[config.mk]
export PLATFORM = sky130hd
export DESIGN_NAME = mux16_rr_arbiter
export DESIGN_NICKNAME = d
export VERILOG_FILES = /design/src/rtl/mux16_rr_arbiter.sv
export SDC_FILE = /design/constraint.sdc
export NUM_CORES = 1
export LEC_CHECK = 0
export CORE_AREA = 2 2 84 86
export CTS_CLUSTER_DIAMETER = 30
export DETAILED_ROUTE_END_ITERATION = 8
export DIE_AREA = 0 0 86 88
export GPL_TIMING_DRIVEN = 0
export HOLD_SLACK_MARGIN = 0.08
export PLACE_DENSITY = 0.86
export SYNTH_ARGS = -nofsm -noshare
export SYNTH_HDL_FRONTEND = slang
export SYNTH_SLANG_ARGS = --single-unit
[constraint.sdc]
create_clock -name clk -period 8.1 [get_ports clk]
set_clock_uncertainty 0.2 [all_clocks]
set_input_delay 1.215 -clock clk [delete_from_list [all_inputs] [get_ports clk]]
set_output_delay 1.215 -clock clk [all_outputs]
set_load 0.02 [all_outputs]
[src/rtl/mux16_rr_arbiter.sv]
// ---------------------------------------------------------------------------
// mux16_rr_arbiter
// Round-robin arbiter that shares one mux16to1 datapath among 16 requesters.
// It picks one requester, drives the 4-bit mux select, holds a one-hot grant
// until release, and inserts a one-cycle gap between owners so the mux output
// can settle before the next owner uses it.
//
// Optional feature macro: ARB_TIMEOUT_EN
//   defined   : a grant is revoked after MAX_HOLD cycles and timeout pulses
//   undefined : a grant holds until done or the owner's req drops; timeout = 0
//
// Parameters
//   MAX_HOLD  maximum grant length in cycles (2..255), timeout build only
//
// Ports
//   clk      in   1   clock, rising edge
//   rst      in   1   synchronous active-high reset
//   req      in   16  level-sensitive request per channel
//   done     in   1   current owner releases the grant (1-cycle pulse)
//   sel      out  4   mux select, index of current/last owner
//   gnt      out  16  one-hot grant, zero when no owner
//   busy     out  1   high while granting or in the settle gap
//   timeout  out  1   1-cycle pulse when MAX_HOLD revokes a grant
// ---------------------------------------------------------------------------
module mux16_rr_arbiter #(
  parameter int unsigned MAX_HOLD = 8
) (
  input  logic        clk,
  input  logic        rst,
  input  logic [15:0] req,
  input  logic        done,
  output logic [3:0]  sel,
  output logic [15:0] gnt,
  output logic        busy,
  output logic        timeout
);

  localparam int unsigned N  = 16;
  localparam int unsigned SW = 4;
  localparam int unsigned CW = 8;

  // Reject out-of-range hold limits at elaboration.
  if (MAX_HOLD < 2 || MAX_HOLD > 255) begin : g_bad_max_hold
    $error("mux16_rr_arbiter: MAX_HOLD must be in 2..255");
  end

  typedef enum logic [1:0] {
    S_IDLE  = 2'd0,
    S_GRANT = 2'd1,
    S_GAP   = 2'd2
  } state_t;

  state_t          state_q, state_d;
  logic [N-1:0]    gnt_q,   gnt_d;
  logic [SW-1:0]   sel_q,   sel_d;
  logic [SW-1:0]   ptr_q,   ptr_d;
  logic            busy_q,  busy_d;

  logic            win_found_c;
  logic [SW-1:0]   win_idx_c;
  logic [SW-1:0]   cand_c;
  logic            hold_exp_c;
  logic            owner_req_c;

`ifdef ARB_TIMEOUT_EN
  logic [CW-1:0]   cnt_q, cnt_d;
  logic            timeout_q, timeout_d;

  // Last cycle the current owner is allowed to keep the grant.
  assign hold_exp_c = (cnt_q == CW'(MAX_HOLD - 1));
`else
  assign hold_exp_c = 1'b0;
`endif

  assign owner_req_c = req[sel_q];

  // Rotating priority search: first set request after ptr, wrapping mod 16.
  // The 4-bit sum wraps naturally, so i=16 lands back on ptr itself.
  always_comb begin
    win_found_c = 1'b0;
    win_idx_c   = '0;
    cand_c      = '0;
    for (int i = 1; i <= N; i++) begin
      cand_c = ptr_q + SW'(i);
      if (!win_found_c && req[cand_c]) begin
        win_found_c = 1'b1;
        win_idx_c   = cand_c;
      end
    end
  end

  // Next-state and next-output logic.
  always_comb begin
    state_d   = state_q;
    gnt_d     = gnt_q;
    sel_d     = sel_q;
    ptr_d     = ptr_q;
    busy_d    = busy_q;
`ifdef ARB_TIMEOUT_EN
    cnt_d     = cnt_q;
    timeout_d = 1'b0;
`endif

    unique case (state_q)
      S_IDLE: begin
        gnt_d  = '0;
        busy_d = 1'b0;
        if (win_found_c) begin
          state_d          = S_GRANT;
          gnt_d[win_idx_c] = 1'b1;
          sel_d            = win_idx_c;
          ptr_d            = win_idx_c;
          busy_d           = 1'b1;
`ifdef ARB_TIMEOUT_EN
          cnt_d            = '0;
`endif
        end
      end

      S_GRANT: begin
        // Other requesters are ignored here; only the owner can end the grant.
        if (done || !owner_req_c || hold_exp_c) begin
          state_d = S_GAP;
          gnt_d   = '0;
          busy_d  = 1'b1;
`ifdef ARB_TIMEOUT_EN
          // Only a pure hold-limit release is reported as a timeout.
          timeout_d = hold_exp_c && !done && owner_req_c;
`endif
        end
`ifdef ARB_TIMEOUT_EN
        if (cnt_q != {CW{1'b1}}) begin
          cnt_d = cnt_q + CW'(1);
        end
`endif
      end

      S_GAP: begin
        // Settle cycle: sel stays on the previous owner.
        state_d = S_IDLE;
        gnt_d   = '0;
        busy_d  = 1'b0;
      end

      default: begin
        state_d = S_IDLE;
        gnt_d   = '0;
        busy_d  = 1'b0;
      end
    endcase
  end

  // State and output registers; ptr resets to 15 so channel 0 is searched first.
  always_ff @(posedge clk) begin
    if (rst) begin
      state_q   <= S_IDLE;
      gnt_q     <= '0;
      sel_q     <= '0;
      ptr_q     <= SW'(N - 1);
      busy_q    <= 1'b0;
`ifdef ARB_TIMEOUT_EN
      cnt_q     <= '0;
      timeout_q <= 1'b0;
`endif
    end else begin
      state_q   <= state_d;
      gnt_q     <= gnt_d;
      sel_q     <= sel_d;
      ptr_q     <= ptr_d;
      busy_q    <= busy_d;
`ifdef ARB_TIMEOUT_EN
      cnt_q     <= cnt_d;
      timeout_q <= timeout_d;
`endif
    end
  end

  assign gnt  = gnt_q;
  assign sel  = sel_q;
  assign busy = busy_q;
`ifdef ARB_TIMEOUT_EN
  assign timeout = timeout_q;
`else
  assign timeout = 1'b0;
`endif

endmodule

==> results.md <==
* Status: complete, no violations
* Pre-antenna DRT Iters at 6
* Crit path capture type: register
* Initial core utilization at 57.82%
* Fin Setup TNS at 0 ns
* Yosys top cell area share at 14.07%
* Mapped Cells at 437
* Commonest non-fill, non-tap cell in the layout: mux2i_1
* Diode count at 0
* CP bufs+invs at 4
* CTS Buffer Depth at 2
* Drt wl/cell at 24.72 µm
* Chip Width at 86 µm
* RSZ-0062 raised after global routing: false
* Clock Sinks at 27
* Io pins at 41
* Post-CTS Setup Bufs at 0
* Mapped Nets at 464
* Dominant cells by area after synthesis: dfxtp_1, mux4_2, mux2i_1, a32o_1, mux2_2
* CP max-delay cell: a2111oi_0
* Hold Crit Class: register to register
* Measured slew at the worst slew-check pin at 1.033 ns
* DP Area at 4322 µm²
* Post-Syn Area at 3841 µm²
* Num CTS Buffers at 3
* Largest net degree at the start of global routing at 17
* RR Endpoint: gnt[15]$_SDFFE_PP0P_
* Startpoint class of the critical path: register
* Slew Viols, Final at 0
* Final Hold Violating Endpoints at 0
* Fmax at 172.0 MHz
* Share of layout cells above drive strength 1 at 15.87%
* WP depth at 14
* Final GP Congestion at 1.009
* DRC violations left at 0
* Final ANT Viol Nets at 0
* Worst Path Required at 8.07 ns
* Slew margin rel. at 30.63%
* H-Tree Depth at 1
* Post-Place Cells at 555
* Gr usage total at 37.06%
* Vias/cell at 7.571
* Min Tclk post-route at 5.813 ns
* Fin crit share at 71.76%
* Worst-path cell chain: buf_2 -> buf_2 -> inv_1 -> ha_1 -> xnor2_1 -> mux2i_1 -> mux2i_1 -> a31o_2 -> a2111oi_0 -> o41ai_1 -> o22ai_1 -> nand2b_1 -> inv_1 -> a32o_1
* Commonest cells after routing, fill and taps aside: mux2i_1, clkdlybuf4s50_1, nand2_1
* Sequential share of the synthesized area at 14.07%
* Synth-to-Final Area Change at 13.78%
* FF-to-FF path depth at 14
* Synthesis-stage register bit count at 27
* R2R Setup Slk at 2.29 ns
* PostCTS Resize Cnt at 0
* Worst-path fanout max at 10
* IO Port Bufs at 38
* Cell family with most CP delay: compound AO/OA/AOI/OAI gates
* Critical path class: register to register
* Root Buffer: clkbuf_8
* Critical path origin: ptr_q[1]$_SDFFE_PP1P_
* Synth unique cells at 83
* Num rows at 30
* CTS tree: built
* Vias in the first global route at 3,859
* Fin Hold WS at 0.2712 ns
* Global-route wire length before repair at 21,870 µm
* Die area at 7568 µm²
* Via count at 4,232
* Syn Area/Cell at 8.790 µm²
* DP HPWL at 10,560 µm
* Max incr delay on CP at 0.73 ns
* Clock-pin transition on the worst setup and hold timing paths at 0.09 ns
* Yosys warns at 0
* Worst r2r src: ptr_q[1]$_SDFFE_PP1P_
* Maxcap violations at 0
* # fillers at 540
* # nets final at 507
* Crit path arrival time at 5.78 ns
* Core Region at 6644 µm²
* Crit path to: gnt[15]$_SDFFE_PP0P_
* Worst skew pair latency at 0.27 ns
* Routed WL at 13,820 µm
* # setup viols final at 0
* Total grt overflow at 0
* 1st-iter DRT viols at 641
* Final instance area at 4370 µm²
* Share of async-settable or async-resettable flops after synthesis at 0%
* Layout Cells excl Fill at 559
* Post-synth EDFFs at 0
* Synth Flop Type: dfxtp_1
* Die Span Y at 88 µm
* Synth area leader: dfxtp_1
* Initial antenna violation count at 0
* Hold_buf cts at 0
==> worst min path at each step <==
stage	slack, ns	from	cells after the start	endpoint
4_1_cts	0.28	gnt[8]$_SDFFE_PP0P_	1	gnt[8]$_SDFFE_PP0P_
5_1_grt	0.29	gnt[8]$_SDFFE_PP0P_	1	gnt[8]$_SDFFE_PP0P_
3_3_place_gp	0.25	gnt[12]$_SDFFE_PP0P_	1	gnt[12]$_SDFFE_PP0P_
6_report	0.27	gnt[8]$_SDFFE_PP0P_	1	gnt[8]$_SDFFE_PP0P_
2_1_floorplan	0.31	state_q[0]$_SDFFE_PP0P_	1	state_q[1]$_SDFFE_PP0P_
3_5_place_dp	0.25	gnt[8]$_SDFFE_PP0P_	1	gnt[8]$_SDFFE_PP0P_
==> layer usage <==
metal / global-route usage, % / wire length (µm)
met1: 51.40 / 5479
met2: 60.68 / 6357
met3: 4.901 / 1426
met4: 10.68 / 553
met5: 0 / 0
==> Yosys cell counts (3+ instances only) <==
cell and instances:
dfxtp_1 27, mux2i_1 40, a32o_1 17, xnor2_1 7, o211ai_1 6, nor4_1 6, a311oi_1 3, ha_1 8
o32ai_1 4, a31oi_1 9, nor2b_1 5, nand3b_1 3, o211a_1 3, inv_1 9, nand4_1 3, a21oi_1 18
a211oi_1 8, o22ai_1 7, o31ai_1 5, nand3_1 21, nor3_1 11, buf_2 11, mux4_2 24, buf_4 6
or3_1 3, mux2_2 11, clkbuf_1 7, nand2b_1 4, a2bb2oi_1 4, and3_1 4, nor2_1 27, nand2_1 32
and2_1 3, o21ai_0 18
==> state kept, by name (all words and copies together) (netlist names) <==
signal	count
gnt	16
ptr_q	4
sel	4
state_q	2
busy	1
==> through the flow <==
step / worst slack (ns) / utilization, %
2_1_floorplan: 3.912 / -
3_3_place_gp: 2.641 / 65.05
3_5_place_dp: 2.596 / 65.05
4_1_cts: 2.573 / 65.78
5_1_grt: 2.093 / 65.78
6_report: 2.287 / 65.78
==> cell families (layout without fill, tap and decap cells) <==
logic type,Yosys count,in the layout,share of synthesized area (%)
simple gates,135,135,17.88
fa+ha+maj,8,8,2.606
xor+xnor,10,10,2.476
buf+inv,39,81,5.570
compound gates,138,138,27.49
flops,27,27,14.07
mux,79,79,29.80
other cells,1,1,0.09763
==> worst reg2reg max path: stages, from the launching register on <==
cell and delay [ns]:
dfxtp_1 0.46, buf_2 0.26, buf_2 0.29, inv_1 0.31
ha_1 0.36, xnor2_1 0.71, mux2i_1 0.71, mux2i_1 0.28
a31o_2 0.28, a2111oi_0 0.73, o41ai_1 0.18, o22ai_1 0.27
nand2b_1 0.21, inv_1 0.16, a32o_1 0.31
==> area by class of cell <==
class	instances	area (µm²)	area share, %
plain buffers	29	176.4	4.037
clock buffers	3	41.29	0.9447
clock inverters	1	7.507	0.1718
inverters	10	37.54	0.8589
multi-input cells	371	3087	70.63
flip-flops and latches	27	540.5	12.37
well taps	80	100.1	2.290
repair buffers	38	380.4	8.703
Power is not shown: default switching activity piles up to over one toggle a cycle in this logic, so the estimate is an artifact.
